==> src/rtl/fetch_ctrl_pkg.sv <==
// Shared pipeline definitions for the fetch stage: FSM state encodings
// used by the fetch controller and decoded by the debug display.
package fetch_ctrl_pkg;

  localparam int STATE_W = 2;

  typedef enum logic [STATE_W-1:0] {
    ST_HALT = 2'b00,
    ST_RUN  = 2'b01,
    ST_STEP = 2'b10
  } fetch_state_e;

endpackage

==> src/rtl/fetch_ctrl_if.sv <==
// Command, hazard, branch and breakpoint inputs plus the fetch controls
// driven into the IF stage and pipeline registers.
interface fetch_ctrl_if #(
  parameter int PC_W  = 32,
  parameter int CNT_W = 16
);

  logic                                run_req;
  logic                                halt_req;
  logic                                step_req;
  logic                                load_use_hazard;
  logic                                ctrl_branch;
  logic [PC_W-1:0]                     branch_target;
  logic                                bp_en;
  logic [PC_W-1:0]                     bp_addr;
  logic [PC_W-1:0]                     npc;
  logic                                if_id_write;
  logic                                if_id_flush;
  logic                                id_ex_bubble;
  logic [fetch_ctrl_pkg::STATE_W-1:0]  state;
  logic [CNT_W-1:0]                    fetch_cnt;

  modport master (
    input  run_req, halt_req, step_req, load_use_hazard,
    input  ctrl_branch, branch_target, bp_en, bp_addr,
    output npc, if_id_write, if_id_flush, id_ex_bubble, state, fetch_cnt
  );

  modport slave (
    output run_req, halt_req, step_req, load_use_hazard,
    output ctrl_branch, branch_target, bp_en, bp_addr,
    input  npc, if_id_write, if_id_flush, id_ex_bubble, state, fetch_cnt
  );

endinterface

==> src/rtl/fetch_ctrl.sv <==
// Fetch sequencing controller: owns the fetch PC and chooses hold, sequential
// fetch or branch redirect under run/halt/step, load-use stalls and a breakpoint.
module fetch_ctrl
  import fetch_ctrl_pkg::*;
#(
  parameter int              PC_W     = 32,
  parameter logic [PC_W-1:0] RESET_PC = {PC_W{1'b0}},
  parameter int              CNT_W    = 16
) (
  input  logic        clk,
  input  logic        rst,
  fetch_ctrl_if.master bus
);

  localparam logic [PC_W-1:0]  PC_ONE  = {{(PC_W-1){1'b0}}, 1'b1};
  localparam logic [CNT_W-1:0] CNT_ONE = {{(CNT_W-1){1'b0}}, 1'b1};

  fetch_state_e     state_r;
  logic [PC_W-1:0]  pc_r;
  logic [CNT_W-1:0] cnt_r;
  logic             bp_hit_s;
  logic             accept_s;
  logic [PC_W-1:0]  npc_s;

  function automatic logic [PC_W-1:0] sel_npc(
    input logic            acc,
    input logic            br,
    input logic [PC_W-1:0] tgt,
    input logic [PC_W-1:0] pc
  );
    logic [PC_W-1:0] r;
    if (!acc) begin
      r = pc;
    end else if (br) begin
      r = tgt;
    end else begin
      r = pc + PC_ONE;
    end
    return r;
  endfunction

  // Accept decision and next-PC selection; a pending halt cancels a step fetch
  always_comb begin
    bp_hit_s = bus.bp_en && (state_r == ST_RUN) && (pc_r == bus.bp_addr);
    accept_s = 1'b0;
    case (state_r)
      ST_RUN:  accept_s = !bus.load_use_hazard && !bp_hit_s;
      ST_STEP: accept_s = !bus.load_use_hazard && !bus.halt_req;
      default: accept_s = 1'b0;
    endcase
    npc_s = sel_npc(accept_s, bus.ctrl_branch, bus.branch_target, pc_r);
  end

  assign bus.npc          = npc_s;
  assign bus.if_id_write  = accept_s;
  assign bus.if_id_flush  = accept_s && bus.ctrl_branch;
  assign bus.id_ex_bubble = !accept_s;
  assign bus.state        = state_r;
  assign bus.fetch_cnt    = cnt_r;

  // PC, fetch counter and run/halt/step FSM; the unused encoding recovers to HALT
  always_ff @(posedge clk or negedge rst) begin
    if (!rst) begin
      pc_r    <= RESET_PC;
      cnt_r   <= {CNT_W{1'b0}};
      state_r <= ST_HALT;
    end else begin
      pc_r  <= npc_s;
      cnt_r <= accept_s ? (cnt_r + CNT_ONE) : cnt_r;
      case (state_r)
        ST_HALT: begin
          if (bus.halt_req) begin
            state_r <= ST_HALT;
          end else if (bus.run_req) begin
            state_r <= ST_RUN;
          end else if (bus.step_req) begin
            state_r <= ST_STEP;
          end else begin
            state_r <= ST_HALT;
          end
        end
        ST_RUN: begin
          if (bus.halt_req || bp_hit_s) begin
            state_r <= ST_HALT;
          end else begin
            state_r <= ST_RUN;
          end
        end
        ST_STEP: begin
          if (bus.halt_req || accept_s) begin
            state_r <= ST_HALT;
          end else begin
            state_r <= ST_STEP;
          end
        end
        default: state_r <= ST_HALT;
      endcase
    end
  end

endmodule

==> src/flat_wrapper.sv <==
// flat-port wrapper written by rule: the top's interface ports become plain ports
module fetch_ctrl_flat import fetch_ctrl_pkg::*;
#(
  parameter int              PC_W     = 32,
  parameter logic [PC_W-1:0] RESET_PC = {PC_W{1'b0}},
  parameter int              CNT_W    = 16
)
  (clk, rst, bus_run_req, bus_halt_req, bus_step_req, bus_load_use_hazard, bus_ctrl_branch, bus_branch_target, bus_bp_en, bus_bp_addr, bus_npc, bus_if_id_write, bus_if_id_flush, bus_id_ex_bubble, bus_state, bus_fetch_cnt);
  fetch_ctrl_if #(.PC_W(PC_W), .CNT_W(CNT_W)) bus_i ();
  input  logic clk;
  input  logic rst;
  input wire logic [$bits(bus_i.run_req)-1:0] bus_run_req;
  input wire logic [$bits(bus_i.halt_req)-1:0] bus_halt_req;
  input wire logic [$bits(bus_i.step_req)-1:0] bus_step_req;
  input wire logic [$bits(bus_i.load_use_hazard)-1:0] bus_load_use_hazard;
  input wire logic [$bits(bus_i.ctrl_branch)-1:0] bus_ctrl_branch;
  input wire logic [$bits(bus_i.branch_target)-1:0] bus_branch_target;
  input wire logic [$bits(bus_i.bp_en)-1:0] bus_bp_en;
  input wire logic [$bits(bus_i.bp_addr)-1:0] bus_bp_addr;
  output wire logic [$bits(bus_i.npc)-1:0] bus_npc;
  output wire logic [$bits(bus_i.if_id_write)-1:0] bus_if_id_write;
  output wire logic [$bits(bus_i.if_id_flush)-1:0] bus_if_id_flush;
  output wire logic [$bits(bus_i.id_ex_bubble)-1:0] bus_id_ex_bubble;
  output wire logic [$bits(bus_i.state)-1:0] bus_state;
  output wire logic [$bits(bus_i.fetch_cnt)-1:0] bus_fetch_cnt;
  assign bus_i.run_req = bus_run_req;
  assign bus_i.halt_req = bus_halt_req;
  assign bus_i.step_req = bus_step_req;
  assign bus_i.load_use_hazard = bus_load_use_hazard;
  assign bus_i.ctrl_branch = bus_ctrl_branch;
  assign bus_i.branch_target = bus_branch_target;
  assign bus_i.bp_en = bus_bp_en;
  assign bus_i.bp_addr = bus_bp_addr;
  assign bus_npc = bus_i.npc;
  assign bus_if_id_write = bus_i.if_id_write;
  assign bus_if_id_flush = bus_i.if_id_flush;
  assign bus_id_ex_bubble = bus_i.id_ex_bubble;
  assign bus_state = bus_i.state;
  assign bus_fetch_cnt = bus_i.fetch_cnt;
  fetch_ctrl #(.PC_W(PC_W), .RESET_PC(RESET_PC), .CNT_W(CNT_W)) u_core (.clk(clk), .rst(rst), .bus(bus_i));
endmodule
==> config.mk <==
export PLATFORM = sky130hd
export DESIGN_NAME = fetch_ctrl_flat
export DESIGN_NICKNAME = d
export VERILOG_FILES = /design/src/rtl/fetch_ctrl_pkg.sv /design/src/rtl/fetch_ctrl_if.sv /design/src/rtl/fetch_ctrl.sv /design/src/flat_wrapper.sv
export SDC_FILE = /design/constraint.sdc
export NUM_CORES = 1
export LEC_CHECK = 0
export CAP_MARGIN = 20
export CORE_UTILIZATION = 49
export DETAILED_ROUTE_END_ITERATION = 10
export GPL_TIMING_DRIVEN = 0
export PLACE_DENSITY_LB_ADDON = 0.3
export SETUP_SLACK_MARGIN = 0.15
export SLEW_MARGIN = 5
export SYNTH_ARGS = -nofsm -noshare
export SYNTH_HDL_FRONTEND = slang
export SYNTH_SLANG_ARGS = --single-unit
==> constraint.sdc <==
create_clock -name clk -period 6.9 [get_ports clk]
set_input_delay 1.38 -clock clk [delete_from_list [all_inputs] [get_ports clk]]
set_output_delay 1.38 -clock clk [all_outputs]
set_load 0.02 [all_outputs]
==> results.json, run 1 <==
{
  "die_h_um": 85.03,
  "via_per_inst": 6.311,
  "gr-total-overflow": 0,
  "vdd.ir_drop.worst_v": 0.0002055,
  "rsz0062_at_grt": "false",
  "dp.cells": 584,
  "arrival_ns": 4.32,
  "finalCritPeriodShare": 0.8259,
  "grt_max_degree": 28,
  "hold_class": "flip-flop to flip-flop",
  "nets": 592,
  "vias": 3736,
  "postCtsResizedCells": 0,
  "drt-pass1-iter-count": 7,
  "setup_tns_ns": 0,
  "cts_root_buffer": "clkbuf_8",
  "cts_buffers": 5,
  "path_clk_slew_ns": 0.10,
  "place_ws_ns": 1.288,
  "area_growth_pct": 42.93,
  "syn_nets": 461,
  "cp_max_fo": 10,
  "p_per_area_mw_per_mm2": 314.2,
  "wl_per_cell_um": 19.80,
  "avgSynthCellArea_um2": 8.820,
  "synth_area_mm2": 0.003378,
  "dieArea_mm2": 0.007230,
  "synth_cell_types": 48,
  "instances_no_fill": 592,
  "relSlewSlack": 0.5136,
  "grt_pass1_wl_mm": 18.40,
  "initial_core_util": 0.5201,
  "status": "finished clean",
  "crit_type": "input port to output pin",
  "hpwl_mm": 8.812,
  "cts_num_sinks": 50,
  "synth_edf_count": 0,
  "total_power_uw": 1517,
  "ant_nets": 0,
  "ioPinCount": 125,
  "drv_cap": 0,
  "report.final.slew_viol_count": 0,
  "holdBufCountCts": 0,
  "ys_seq_area_frac": 0.3704,
  "rows": 29,
  "routabilityCongestion": 0.9068,
  "finish.instance_area_mm2": 0.004828,
  "end_kind": "output pin",
  "tightest_slew_ns": 0.7296,
  "cts_setup_buffers": 0,
  "cts_tree": "yes",
  "grt_pass1_vias": 3568,
  "worstPathRequired_ns": 5.52,
  "n_antenna_cell": 0,
  "antenna_found_initial": 0,
  "netlist_instances": 383,
  "max_freq_mhz": 175.5,
  "drt_iter0_drc": 379,
  "min_period_ns": 5.698,
  "drive_above_1_share": 0.07767,
  "setup_ws_ns": 1.202,
  "clock_latency_ns": 0.32,
  "htreeDepth": 2,
  "ys_warn_count": 0,
  "dpl_cell_area_mm2": 0.004728,
  "core_mm2": 0.006495,
  "hold_violations": 0,
  "synth_seq_cells": 50,
  "port_buffers": 123,
  "drc_errors": 0,
  "finClkSkew_ns": 0.009406,
  "routed_wl_mm": 11.72,
  "synthArstFlopShare": 1.000,
  "p_leak_uw": 0.001856,
  "setup_viol": 0,
  "cts_max_path_buffers": 2,
  "ys.flop_type": "dfrtp_1",
  "cp-start-kind": "input port",
  "die_x_um": 85.03,
  "grtUsageTotal": 0.3287
}
==> report_power, final <==
part,switching (uW),internal (uW)
Combinational,435,375
Sequential,131,387
Clock,106,82.7
Total,672,845
==> state kept, by name, indices dropped and copies added, names as in the netlist <==
name                  flops
u_core.pc_r              32
u_core.bus.fetch_cnt     16
u_core.bus.state          2
==> final timing paths <==
kind                                          startpoint                        to  slack, ns  depth (start not counted)
worst max-delay path                     bus_bp_addr[31]                bus_npc[6]       1.20                         10
worst min-delay path            u_core.bus.fetch_cnt[15]  u_core.bus.fetch_cnt[15]       0.48                          1
worst max register to register            u_core.pc_r[0]            u_core.pc_r[6]       4.35                          8
worst min register to register  u_core.bus.fetch_cnt[15]  u_core.bus.fetch_cnt[15]       0.48                          1
max in group asynchronous                            rst   u_core.bus.fetch_cnt[0]       5.25                          2
min in group asynchronous                            rst       u_core.bus.state[0]       1.10                          1
==> stage by stage <==
stage,utilization,hold WS [ns]
final,0.7434,0.4801
after global routing,0.7434,0.4862
after CTS,0.7434,0.4807
after detailed placement,0.7280,0.4673
after global placement,0.7245,0.4616
after floorplan,-,0.5819
==> cells in the mapped netlist (2+ instances only) <==
cell,instances,area [um2]
or3_1,3,18.77
nand2b_1,2,12.51
buf_2,6,30.03
nor4_4,2,42.54
o22ai_1,10,62.56
and3_1,5,31.28
nand4_1,18,112.6
nand2_1,17,63.81
o32ai_1,2,17.52
nor2_1,17,63.81
a21oi_1,46,230.2
dfrtp_1,50,1251
nor4_1,2,12.51
a31oi_1,13,81.33
and4_1,3,26.28
clkbuf_1,13,48.80
o211ai_1,5,37.54
nor3_1,6,30.03
nor4_2,2,25.02
o2bb2ai_1,4,35.03
nor3b_1,3,22.52
a41o_1,2,20.02
ha_1,6,75.07
a22oi_1,3,22.52
o21ai_0,19,95.09
a21oi_2,10,87.58
a21o_1,2,15.01
mux2i_1,4,40.04
buf_6,5,56.30
inv_1,13,48.80
xnor2_1,45,394.1
nand3_1,29,145.1
==> worst max-delay path: stages <==
cell and delay (ns):
clkdlybuf4s50_1 0.44, xnor2_1 0.29, nand4_1 0.15, nor4_2 0.40, nand4b_1 0.19, buf_2 0.22, buf_1 0.31, a31oi_1 0.27
a21oi_1 0.10, clkdlybuf4s50_1 0.56
==> routing by layer <==
metal	vias to the layer above	GRT usage	share of wire
met1	1769	0.4362	0.40
met3	34	0.06712	0.10
met2	259	0.5279	0.47
li1	1674	-	-
met5	-	0	0
met4	0	0.1310	0.026
==> layout make-up <==
cell class                 count  area [um2]
buffer                        25       138.9
clock buffer                   6       82.58
clock inverter                 2       17.52
fill                         479        1667
inverter                      15       56.30
multi-input combinational    293        1932
sequential                    50        1251
tap                           77       96.34
timing repair buffer         124        1254
==> cells in the final DEF (no fill, tap or decap), types with 6 or more instances in the layout <==
cell type,netlist,layout
nor3_1,6,6
a21oi_1,46,46
a21oi_2,10,10
o21ai_0,19,19
ha_1,6,6
clkdlybuf4s50_1,0,122
dfrtp_1,50,50
buf_2,6,7
clkbuf_8,0,6
o22ai_1,10,10
inv_1,13,13
nand4_1,18,18
nand2_1,17,17
nand3_1,29,29
clkbuf_1,13,13
nor2_1,17,17
xnor2_1,45,45
a31oi_1,13,13
==> cell families after synthesis <==
family / after synthesis / share of synthesized area
AOI/OAI and AO/OA: 121 / 0.2204
xor gates and xnor gates: 46 / 0.1193
adders and majority gates: 6 / 0.02222
buffers and inverters: 40 / 0.05778
DFF: 50 / 0.3704
muxes: 5 / 0.01519
and+or+nand+nor: 115 / 0.1948
No activity file was read; power rests on OpenSTA's default activity.
==> run 2, diff against run 1 <==
--- a/config.mk
+++ b/config.mk
@@ -6,7 +6,7 @@
 export NUM_CORES = 1
 export LEC_CHECK = 0
 export CAP_MARGIN = 20
-export CORE_UTILIZATION = 49
+export CORE_UTILIZATION = 45
 export DETAILED_ROUTE_END_ITERATION = 10
 export GPL_TIMING_DRIVEN = 0
 export PLACE_DENSITY_LB_ADDON = 0.3
==> constraint.sdc (replaced) <==
create_clock -name clk -period 5.3 [get_ports clk]
set_input_delay 1.06 -clock clk [delete_from_list [all_inputs] [get_ports clk]]
set_output_delay 1.06 -clock clk [all_outputs]
set_load 0.02 [all_outputs]
==> run 2 against run 1 <==
Effect of this change:
- worst hold slack worse by 0.0050 ns
- clock power rose by 26%
- cell count increased by 3.7%
- sequential cell count did not move
- cell area up 0.31%
- non-clock buffer count is the same
- clock skew is 0.0049 ns lower
- utilization shrank 7.6 points
- critical path depth is the same
- clock-buffer cell count unchanged
- combinational power rose by 31%
- critical endpoint is now bus_npc[25]
- largest cell class unchanged
- largest power group unchanged
==> results.json, run 2 (synthesis gave the netlist of run 1 again) <==
{
  "status": "finished clean",
  "final_common_cell": "clkdlybuf4s50_1",
  "die_x_um": 88.65,
  "cts_num_sinks": 50,
  "tightest_slew_ns": 0.7458,
  "rows": 31,
  "dieArea_mm2": 0.007858,
  "crit_top_cell": "clkdlybuf4s50_1",
  "rr_worst_depth": 7,
  "max_stage_delay_ns": 0.56,
  "rsz0062_at_grt": "false",
  "combPwrFrac": 0.538,
  "grt_pass1_vias": 3652,
  "vias": 3750,
  "slowest_stage": "clkdlybuf4s50_1",
  "whs_path_depth": 1,
  "switchingPower_uw": 868.4,
  "switching_share": 0.4415,
  "p_leak_uw": 0.001848,
  "critPathTopFamily": "buffers and inverters",
  "regMostFlops": "u_core.pc_r",
  "cts_buffers": 5,
  "hold_violations": 0,
  "drive_above_1_share": 0.07767,
  "p_int_uw": 1099,
  "routabilityCongestion": 0.9183,
  "hold_class": "flip-flop to flip-flop",
  "seq_power_share": 0.341,
  "core_mm2": 0.007253,
  "area_growth_pct": 43.37,
  "arrival_ns": 3.92,
  "max_freq_mhz": 200.8,
  "finalCritPeriodShare": 0.9397,
  "port_buffers": 123,
  "min_period_ns": 4.980,
  "path_buf_inv": 4,
  "grt_max_degree": 35,
  "drt_iter0_drc": 344,
  "p_per_area_mw_per_mm2": 406.1,
  "setup_viol": 0,
  "drv_cap": 0,
  "drt-pass1-iter-count": 6,
  "ant_nets": 0,
  "crit_type": "input port to output pin",
  "gr-total-overflow": 0,
  "cp-start-kind": "input port",
  "r2r_setup_slack_ns": 2.74,
  "hp-start": "u_core.bus.fetch_cnt[15]",
  "worstPathRequired_ns": 4.24,
  "timing.rr.start": "u_core.bus.state[0]",
  "holdBufCountCts": 0,
  "via_per_inst": 6.107,
  "nets": 592,
  "cts_tree": "yes",
  "routed_wl_mm": 11.98,
  "cts_root_buffer": "clkbuf_8",
  "wl_per_cell_um": 19.51,
  "finClkSkew_ns": 0.004542,
  "p_clk_frac": 0.121,
  "cp_max_fo": 10,
  "ioPinCount": 125,
  "antenna_found_initial": 0,
  "end_kind": "output pin",
  "cts_setup_buffers": 0,
  "vdd.ir_drop.worst_v": 0.0003268,
  "report.final.slew_viol_count": 0,
  "finish.instance_area_mm2": 0.004843,
  "relSlewSlack": 0.4982,
  "dpl_cell_area_mm2": 0.004748,
  "r2r-end": "u_core.pc_r[25]",
  "htreeDepth": 2,
  "largest_register_ffs": 32,
  "cp_cell_sequence": "clkdlybuf4s50_1, xnor2_1, nand4_1, nor4_2, nand4b_1, buf_2, buf_1, a31oi_1, a21oi_1, clkdlybuf4s50_1",
  "postCtsResizedCells": 0,
  "drc_errors": 0,
  "die_h_um": 88.65,
  "whs_endpoint": "u_core.bus.fetch_cnt[15]",
  "path_clk_slew_ns": 0.09,
  "grt_pass1_wl_mm": 18.37,
  "clock_latency_ns": 0.30,
  "hpwl_mm": 8.988,
  "initial_core_util": 0.4658,
  "cts_max_path_buffers": 2,
  "setup_tns_ns": 0,
  "grtUsageTotal": 0.3138,
  "n_antenna_cell": 0,
  "most-common-layout-cells": "122 x clkdlybuf4s50_1, 50 x dfrtp_1, 46 x a21oi_1"
}
-- run 2: layout make-up --
class | instances | area (um2)
Inverter | 15 | 56.30
Timing Repair Buffer | 124 | 1246
Tap cell | 99 | 123.9
Multi-Input combinational cell | 293 | 1932
Clock buffer | 6 | 82.58
Sequential cell | 50 | 1251
Buffer | 25 | 138.9
Clock inverter | 2 | 12.51
Fill cell | 615 | 2410
-- run 2: worst max path at each step --
stage | startpoint | to | cells past startpoint
6_report | bus_bp_addr[1] | bus_npc[25] | 10
5_1_grt | bus_bp_addr[1] | bus_npc[5] | 10
4_1_cts | bus_bp_addr[1] | bus_npc[20] | 11
3_5_place_dp | bus_bp_addr[1] | bus_npc[25] | 10
3_3_place_gp | bus_bp_addr[1] | bus_npc[20] | 11
2_1_floorplan | bus_load_use_hazard | bus_npc[2] | 6
-- run 2: layer usage --
layer	up-vias	routed length, um	global-route usage
li1	1673	-	-
met1	1725	4561	0.4060
met2	308	5572	0.5063
met3	44	1408	0.06437
met4	0	436	0.1422
met5	-	0	0
-- run 2: per-stage QoR --
| step | worst slack [ns] | std cells | hold slack [ns] | power, uW | utilization |
|---|---|---|---|---|---|
| after floorplan | 1.627 | 383 | 0.5819 | 1246 | - |
| after global placement | 0.4469 | 605 | 0.4592 | 1697 | 0.6526 |
| after detailed placement | 0.4467 | 606 | 0.4658 | 1716 | 0.6546 |
| after CTS | 0.4417 | 614 | 0.4790 | 1956 | 0.6678 |
| after global routing | 0.2125 | 614 | 0.5001 | 2068 | 0.6678 |
| final | 0.3198 | 614 | 0.4751 | 1967 | 0.6678 |
-- run 2: power by group through the flow --
stage               sequential, uW  clock [uW]  combinational [uW]
global placement               666           0                1030
finish                         671         237                1060
global route                   686         255                1130
detailed placement             671           0                1050
CTS                            663         241                1050
floorplan                      654           0                 592
==> run 3, diff against run 2 <==
--- a/config.mk
+++ b/config.mk
@@ -6,6 +6,7 @@
 export NUM_CORES = 1
 export LEC_CHECK = 0
 export CAP_MARGIN = 20
+export CORE_MARGIN = 5
 export CORE_UTILIZATION = 45
 export DETAILED_ROUTE_END_ITERATION = 10
 export GPL_TIMING_DRIVEN = 0
==> constraint.sdc (replaced) <==
create_clock -name clk -period 5.3 [get_ports clk]
set_input_delay 0.795 -clock clk [delete_from_list [all_inputs] [get_ports clk]]
set_output_delay 0.795 -clock clk [all_outputs]
set_load 0.02 [all_outputs]
==> run 3 against run 2 <==
Effect of this change:
- combinational power hardly changed
- global-route usage shrank 5.1 points
- maximum frequency increased by 11%
- power up 0.12%
- critical endpoint is now bus_npc[6]
==> results.json, run 3 (synthesis gave the netlist of run 1 again) <==
{
  "ioPinCount": 125,
  "finalCritPeriodShare": 0.8456,
  "vias": 3658,
  "r2r_setup_slack_ns": 2.72,
  "setup_tns_ns": 0,
  "vdd.ir_drop.worst_v": 0.0002423,
  "crit_start": "bus_bp_addr[31]",
  "drt-pass1-iter-count": 5,
  "report.final.slew_viol_count": 0,
  "crit_top_cell": "clkdlybuf4s50_1",
  "tightest_slew_ns": 0.7813,
  "largest_register_ffs": 32,
  "routed_wl_mm": 12.60,
  "die_x_um": 96.65,
  "gr-total-overflow": 0,
  "n_antenna_cell": 0,
  "ant_nets": 0,
  "cp_max_fo": 10,
  "antenna_found_initial": 0,
  "path_buf_inv": 4,
  "dieArea_mm2": 0.009340,
  "area_growth_pct": 43.33,
  "postCtsResizedCells": 0,
  "final_common_cell": "clkdlybuf4s50_1",
  "max_stage_delay_ns": 0.57,
  "cts_num_sinks": 50,
  "hpwl_mm": 9.642,
  "end_kind": "output pin",
  "grtUsageTotal": 0.2629,
  "die_h_um": 96.65,
  "status": "finished clean",
  "cp-start-kind": "input port",
  "drv_cap": 0,
  "rsz0062_at_grt": "false",
  "cts_buffers": 5,
  "cts_tree": "yes",
  "cp_cell_sequence": "clkdlybuf4s50_1, xnor2_1, nand4_1, nor4_2, nand4b_1, buf_2, buf_1, a31oi_1, a21oi_1, clkdlybuf4s50_1",
  "htreeDepth": 2,
  "grt_pass1_vias": 3680,
  "via_per_inst": 5.958,
  "worstSetupPathDepth": 10,
  "timing.rr.start": "u_core.pc_r[0]",
  "wl_per_cell_um": 20.52,
  "hold_violations": 0,
  "fin_util": 0.6640,
  "holdWs_ns": 0.4676,
  "slowest_stage": "clkdlybuf4s50_1",
  "setup_viol": 0,
  "grt_pass1_wl_mm": 19.91,
  "p_leak_uw": 0.001846,
  "max_freq_mhz": 223.1,
  "regMostFlops": "u_core.pc_r",
  "rr_worst_depth": 7,
  "nets": 592,
  "grt_max_degree": 27,
  "hold_class": "input port to asynchronous set/reset pin",
  "path_clk_slew_ns": 0.11,
  "p_per_area_mw_per_mm2": 406.7,
  "r2r-end": "u_core.pc_r[28]",
  "cts_root_buffer": "clkbuf_8",
  "drc_errors": 0,
  "most-common-layout-cells": "122 x clkdlybuf4s50_1, 50 x dfrtp_1, 46 x a21oi_1",
  "initial_core_util": 0.4633,
  "drive_above_1_share": 0.07767,
  "min_period_ns": 4.482,
  "finClkSkew_ns": 0.009804,
  "holdBufCountCts": 0,
  "worstPathRequired_ns": 4.51,
  "cts_max_path_buffers": 2,
  "critPathTopFamily": "buffers and inverters",
  "arrival_ns": 3.69,
  "relSlewSlack": 0.4743,
  "crit_type": "input port to output pin",
  "port_buffers": 123,
  "drt_iter0_drc": 330,
  "cts_setup_buffers": 0,
  "clock_latency_ns": 0.32,
  "routabilityCongestion": 0.9562,
  "core_mm2": 0.007292,
  "endpoint": "bus_npc[6]",
  "rows": 31
}
[run 3: changes by cell type in the layout (fill, tap and decap cells not counted)]
cell and change:
clkbuf_8 -1, clkinv_2 -1, clkinv_4 +1, inv_6 +1
[run 3: worst min-delay path by stage]
stage	depth (start not counted)	from	to
floorplan	0	rst	u_core.bus.fetch_cnt[0]
global placement	1	u_core.bus.fetch_cnt[15]	u_core.bus.fetch_cnt[15]
detailed placement	1	u_core.bus.fetch_cnt[15]	u_core.bus.fetch_cnt[15]
CTS	1	rst	u_core.pc_r[28]
global route	1	rst	u_core.bus.fetch_cnt[13]
finish	1	rst	u_core.pc_r[31]
[run 3: final cells by class]
type                       count  area [um2]
fill                         635        2450
multi-input combinational    293        1932
sequential                    50        1251
timing repair buffer         124        1246
buffer                        25       138.9
tap                           99       123.9
clock buffer                   5       68.82
inverter                      15       56.30
clock inverter                 3       25.02
[run 3: through the flow]
step	power, uW	instance area (um2)	instances	setup WS, ns
global placement	1707	4733	605	0.8988
CTS	1967	4842	614	0.8590
global route	2075	4842	614	0.6581
finish	1969	4842	614	0.8184
detailed placement	1724	4748	606	0.8600
floorplan	1246	3378	383	2.157
[run 3: power breakdown]
| part | total (uW) | leakage [uW] | internal [uW] | switching (uW) |
|---|---|---|---|---|
| sequential | 673 | 0.000597 | 504 | 169 |
| combinational | 1060 | 0.00120 | 488 | 568 |
| clock | 240 | 0.0000447 | 95.6 | 144 |
| total | 1970 | 0.00185 | 1090 | 881 |
[run 3: layer usage]
layer  GRT usage  vias to the layer above  part of all wire
met4     0.06048                        0             0.021
met2      0.4384                      205              0.49
met5           0                        -                 0
met1      0.3442                     1752              0.41
li1            -                     1672                 -
met3     0.06475                       29             0.079
[run 3: worst register-to-register path, delay by kind of cell (launching register included)]
kind / cells / cell delay [ns]
AND/OR/NAND/NOR: 4 / 1.57
AO/OA/AOI/OAI: 2 / 0.18
flip-flops: 1 / 0.48
adder cells (fa/ha/maj): 1 / 0.23
